`config.mk`:
```
export PLATFORM = sky130hd
export DESIGN_NAME = prio_enc_stream
export DESIGN_NICKNAME = d
export VERILOG_FILES = /design/src/rtl/prio_enc_pkg.sv /design/src/rtl/prio_enc_core.sv /design/src/rtl/prio_enc_stream.sv
export SDC_FILE = /design/constraint.sdc
export NUM_CORES = 1
export LEC_CHECK = 0
export CAP_MARGIN = 20
export CORE_ASPECT_RATIO = 0.8
export CORE_UTILIZATION = 40
export DETAILED_ROUTE_END_ITERATION = 12
export PLACE_DENSITY = 0.71
export SLEW_MARGIN = 20
export SYNTH_ARGS = -nofsm -noshare
export SYNTH_HDL_FRONTEND = slang
export SYNTH_SLANG_ARGS = --single-unit
```
`constraint.sdc`:
```
create_clock -name clk -period 4.9 [get_ports clk]
set_input_delay 1.225 -clock clk [delete_from_list [all_inputs] [get_ports clk]]
set_output_delay 1.225 -clock clk [all_outputs]
set_load 0.01 [all_outputs]
```
`src/rtl/prio_enc_pkg.sv`:
```
// Shared types and constants for the streaming priority encoder.
package prio_enc_pkg;

  typedef enum logic {
    EMPTY = 1'b0,
    FULL  = 1'b1
  } state_t;

  // Largest value a cw-bit up-counter may reach before it holds.
  function automatic logic [63:0] zc_sat_max(input int unsigned cw);
    return (cw >= 64) ? {64{1'b1}} : ((64'd1 << cw) - 64'd1);
  endfunction

endpackage

```
`src/rtl/prio_enc_core.sv`:
```
// Combinational N-bit priority search: scans down from i_start with wrap and
// reports the first set bit found.
module prio_enc_core #(
  parameter int N = 8,
  parameter int W = $clog2(N)
) (
  input  logic [N-1:0] i_vec,
  input  logic [W-1:0] i_start,
  output logic [W-1:0] o_idx,
  output logic         o_any
);

  // w_pos[k] is the k-th position visited: i_start, i_start-1, ..., wrapping at N-1.
  logic [W-1:0] w_pos [N];

  for (genvar k = 0; k < N; k++) begin : g_pos
    assign w_pos[k] = (int'(i_start) >= k) ? W'(int'(i_start) - k)
                                           : W'(int'(i_start) + N - k);
  end

  // Walk from the last candidate back to the first so the earliest hit wins.
  always_comb begin
    o_idx = '0;
    o_any = 1'b0;
    for (int k = N - 1; k >= 0; k--) begin
      if (i_vec[w_pos[k]]) begin
        o_idx = w_pos[k];
        o_any = 1'b1;
      end
    end
  end

endmodule

```
`src/rtl/prio_enc_stream.sv`:
```
// Streaming priority encoder with a single valid/ready output register.
// Define PRIO_ENC_RR_EN for round-robin priority; default is highest-bit-wins.
module prio_enc_stream
  import prio_enc_pkg::*;
#(
  parameter int N  = 8,
  parameter int W  = $clog2(N),
  parameter int CW = 16
) (
  input  logic          clk,
  input  logic          rst,
  input  logic [N-1:0]  in_x,
  input  logic          in_valid,
  output logic          in_ready,
  output logic [W-1:0]  out_y,
  output logic          out_any,
  output logic          out_valid,
  input  logic          out_ready,
  output logic [CW-1:0] zero_cnt
);

  localparam logic [CW-1:0] ZC_MAX = CW'(zc_sat_max(CW));

  state_t        r_state;
  state_t        w_state_nxt;
  logic [W-1:0]  r_y;
  logic          r_any;
  logic [CW-1:0] r_zero_cnt;
  logic          w_accept;
  logic          w_out_hs;
  logic [W-1:0]  w_start;
  logic [W-1:0]  w_idx;
  logic          w_any;

  assign out_valid = (r_state == FULL);
  assign in_ready  = !out_valid || out_ready;
  assign w_accept  = in_valid && in_ready;
  assign w_out_hs  = out_valid && out_ready;
  assign out_y     = r_y;
  assign out_any   = r_any;
  assign zero_cnt  = r_zero_cnt;

`ifdef PRIO_ENC_RR_EN
  logic [W-1:0] r_ptr;

  // Next search begins just below the last winner; empty vectors keep the pointer.
  always_ff @(posedge clk or posedge rst) begin
    if (rst) begin
      r_ptr <= W'(N - 1);
    end else if (w_accept && w_any) begin
      r_ptr <= (w_idx == '0) ? W'(N - 1) : w_idx - W'(1);
    end
  end

  assign w_start = r_ptr;
`else
  assign w_start = W'(N - 1);
`endif

  prio_enc_core #(
    .N (N),
    .W (W)
  ) u_core (
    .i_vec   (in_x),
    .i_start (w_start),
    .o_idx   (w_idx),
    .o_any   (w_any)
  );

  always_comb begin
    w_state_nxt = r_state;
    case (r_state)
      EMPTY:   if (w_accept) w_state_nxt = FULL;
      FULL:    if (w_out_hs && !w_accept) w_state_nxt = EMPTY;
      default: w_state_nxt = EMPTY;
    endcase
  end

  always_ff @(posedge clk or posedge rst) begin
    if (rst) begin
      r_state    <= EMPTY;
      r_y        <= '0;
      r_any      <= 1'b0;
      r_zero_cnt <= '0;
    end else begin
      r_state <= w_state_nxt;
      if (w_accept) begin
        r_y   <= w_idx;
        r_any <= w_any;
        if (!w_any && (r_zero_cnt != ZC_MAX)) begin
          r_zero_cnt <= r_zero_cnt + CW'(1);
        end
      end
    end
  end

endmodule

```
=== Word-level counts from Yosys, hierarchy flattened ===
Cells that the tools add are included.
W data, S select, Z words.

* Register bits after elaboration: 21
* Input port bits: 12
* Output and inout port bits: 22
* Word-level logic and storage cells: 34

* Equal/unequal tests: 1
* Reduce and logical (&&, ||, !) cells: 9
* Add/subtract/negate cells: 1
* Bitwise gates (word level): 1
* Mux-type cells: 18

{| class="wikitable"
|+ Operators with widths
! cell !! count
|-
| $add A16 B1 Y16 const B || 1
|-
| $ne A16 B16 Y1 const B || 1
|-
| $mux W3 || 4
|-
| $mux W1 || 11
|-
| $logic_and A1 B1 Y1 || 4
|-
| $mux W2 || 2
|-
| $logic_not A1 Y1 || 3
|-
| $pmux W1 S2 || 1
|-
| $reduce_and A2 Y1 || 1
|-
| $logic_or A1 B1 Y1 || 1
|-
| $not A1 Y1 || 1
|}

=== Depth between registers and ports, before layout ===
* Depth after elaboration: 11
* Depth in mapped cells: 7
* Gate-level depth less buffers: 6

=== Modules after synthesis ===
A second synthesis with hierarchy kept.

* Cell total of the unflattened synthesis: 197
* Area, all modules: 1961.9 um2

{| class="wikitable"
|+ By module, submodules not included
! module !! area each (um2) !! cells an instance !! sequential area each (um2) !! times used
|-
| prio_enc_stream || 1016.0 || 87 || 525.5 || 1
|-
| prio_enc_core || 945.9 || 110 || 0.0 || 1
|}

=== Least setup slack after synthesis ===
Ideal clock, no wire load.

* Kind: input port to output port
* Start point: input out_ready
* End point: output in_ready
* Stages on the path: 1
* Path buffers: 0
* Data arrival time: 1.448 ns
* Slack: 2.227 ns
* Required time: 3.675 ns
* Cell sequence: nand2b_1

* Cells in the longest elaborated chain, start to end: 1

{| class="wikitable"
|+ Ends and longest elaborated chain
! what !! line !! source
|-
| start, declared || prio_enc_stream.sv:18 || <nowiki>input logic out_ready,</nowiki>
|-
| $logic_or A1 B1 Y1 || prio_enc_stream.sv:36 || <nowiki>assign in_ready = !out_valid || out_ready;</nowiki>
|-
| end, declared || prio_enc_stream.sv:14 || <nowiki>output logic in_ready,</nowiki>
|}

No other way between the ends.

=== Worst setup path after layout ===
Same ends and word-level chain as after synthesis.

==> results.md <==
* Pre-Repair DR Iteration Count at 6
* Post-Syn Area at 1040 um^2
* Reg power frac at 60.5%
* Via count at 813
* Yosys warnings at 0
* Drt total wl at 1990 um
* Top Layer Used: met3
* Setup crit end kind: primary output
* DR vias/cell at 4.93
* Status: finished, final reports clean
* N_diodes at 0
* Met2 routed WL at 901 um
* Internal at 0.226 mW
* Asr flop ratio synth at 100%
* Fin cells at 165
* Reg clk slew, reported paths at 0.11 ns
* CTS tree: yes
* Power per cell area at 207 nW/um^2
* CTS H-tree lvls at 1
* Number of global-route vias before repair at 706
* Row cnt at 16
* Max-cap violations at 0
* Die height at 47.6 um
* Placer Congestion at 0.748
* Layout Nets at 143
* RSZ-0062 raised after global routing: false
* Maximum clock rate at 273 MHz
* Worst VDD drop at 0.190 mV
* P_leak at 0.576 nW
* HP Class: reg -> reg
* Synthesized flop and latch total at 21
* Core footprint at 2460 um^2
* Required time worst endpoint at 3.67 ns
* Maximum number of pins on one net before global-route repair at 22
* Worst Skew at 0.00705 ns
* TritonCTS buffer count at 3
* Final Max Slew Viols at 0
* Clock sink count at 21
* Layout cell share with drive strength beyond 1 at 9.30%
* Residual DRC at 0
* Max Buffers Root-to-Sink at 2
* # hold bufs at CTS at 0
* Sw Ratio at 23.7%
* Detailed Place HPWL at 1490 um
* Final min period at 3.67 ns
* Crit share post-route at 74.9%
* Cell count after synthesis at 94
* Metal3 WL at 68 um
* Top cells by area in the synthesized netlist: dfrtp_1 (50%), xnor2_1 (8.4%), nand4_1 (6.0%)
* All-Layer GR Usage at 15.6%
* Commonest non-fill, non-tap cell in the layout: clkdlybuf4s50_1
* CP Launch Type: primary input
* Antenna Violating Nets Remaining at 0
* PostCTS Resize Cnt at 0
* Sequential cell area at 526 um^2
* Die Footprint at 2810 um^2
* Clk_lat worst skew at 0.30 ns
* Synth unique cells at 30
* Io pins at 34
* Critical Path AT at 2.44 ns
* # Post-CTS Setup Buffers at 0
* Synthesized area per cell at 11.1 um^2
* Share of the synthesized area in the top cell type at 50.5%
* Synth Net Count at 107
* Wire per inst at 12.1 um
* # setup viols final at 0
* Most frequent cells in the layout: clkdlybuf4s50_1 (33), dfrtp_1 (21), nand4_1 (10), xnor2_1 (10), a21oi_1 (5)
* Most used DFF post-synth: dfrtp_1
* Starting Density at 42.3%
* Slew @ Worst Pin at 0.782 ns
* 1st-iter DRT viols at 21
* Metal-1 WL at 1020 um
* Count of input and output buffers at 33
* Sequential-to-total area share from yosys stat at 50.5%
* Setup CP Type: in -> out
* Worst hold slack at 0.521 ns
* Clock power frac at 27.6%
* Cell taking the most area after synthesis: dfrtp_1
* Final TNS setup at 0 ns
* P_sw at 0.0701 mW
* Chip width at 59.0 um
* Fillers at 224
* Area of the multi-input gates at 485 um^2
* CP max FO at 4
* Post-synth EDFFs at 0
* Slew headroom at 47.8%
* Final hold vios at 0
* Area Growth Syn to Fin at 37.3%
* Root Buffer: clkbuf_4
* Total grt overflow at 0
* Initial antenna violation count at 0
* Final Power at 0.296 mW
* Cell Count Post-Placement at 161
* Logic pwr share at 11.8%
* First-pass GRT wire length at 3230 um
-- kinds of logic after synthesis --
kind of cell,count (synthesis),share of synthesized area (%)
AND/OR/NAND/NOR,41,26.7
flip-flops,21,50.5
XOR/XNOR,12,10.1
AO/OA/AOI/OAI,11,6.49
buffers and inverters,6,2.88
multiplexers,2,2.16
adder cells (fa/ha/maj),1,1.20
-- synth_stat cells, drive strengths merged (3+ instances only) --
library cell,n
xnor2,10
nand3,4
dfrtp,21
nand4,11
a21oi,5
nor4,5
nor2,5
inv,4
nand2,4
nor3,3
and3,3
-- power by group through the flow --
stage	Combinational, mW	Clock (mW)	Sequential [mW]
5_1_grt	0.0380	0.0945	0.180
3_5_place_dp	0.0357	0	0.183
4_1_cts	0.0358	0.0873	0.179
6_report	0.0351	0.0819	0.179
2_1_floorplan	0.0112	0	0.184
3_3_place_gp	0.0350	0	0.183
-- critical path, stage by stage --
cell             delay [ns]
clkdlybuf4s50_1        0.44
nand2b_1               0.20
clkdlybuf4s50_1        0.58
-- registers in the layout (all words and copies together) (netlist names) --
name,count
zero_cnt,16
out_y,3
out_any,1
out_valid,1
-- layer usage --
| metal | track usage (%) | vias up |
|---|---|---|
| met5 | 0 | - |
| met4 | 1.43 | 0 |
| met1 | 21.5 | 390 |
| met2 | 24.8 | 14 |
| met3 | 5.68 | 0 |
| li1 | - | 409 |
-- metrics by stage --
stage                     area (um^2)  util [%]  worst slack (ns)
after global routing             1430      58.0              1.17
after global placement           1400      56.9              1.24
after detailed placement         1400      56.9              1.23
after floorplan                  1040         -              2.23
final                            1430      58.0              1.23
after CTS                        1430      58.0              1.22
-- layout make-up --
type | count | area share, %
Clock inverter | 1 | 0.350
Sequential cell | 21 | 36.8
Timing Repair Buffer | 33 | 23.1
Inverter | 4 | 1.05
Multi-Input combinational cell | 67 | 34.0
Tap cell | 36 | 3.15
Clock buffer | 3 | 1.58
-- final timing paths --
kind                        startpoint           end  slack, ns  cells after the start
min in group asynchronous          rst   zero_cnt[3]       1.35                      2
min reg2reg                    out_any       out_any       0.52                      1
max reg2reg                zero_cnt[0]   zero_cnt[1]       3.08                      5
max in group asynchronous          rst  zero_cnt[12]       3.06                      2
min                            out_any       out_any       0.52                      1
max                          out_ready      in_ready       1.23                      3
No activity file was read; power rests on OpenSTA's default activity.
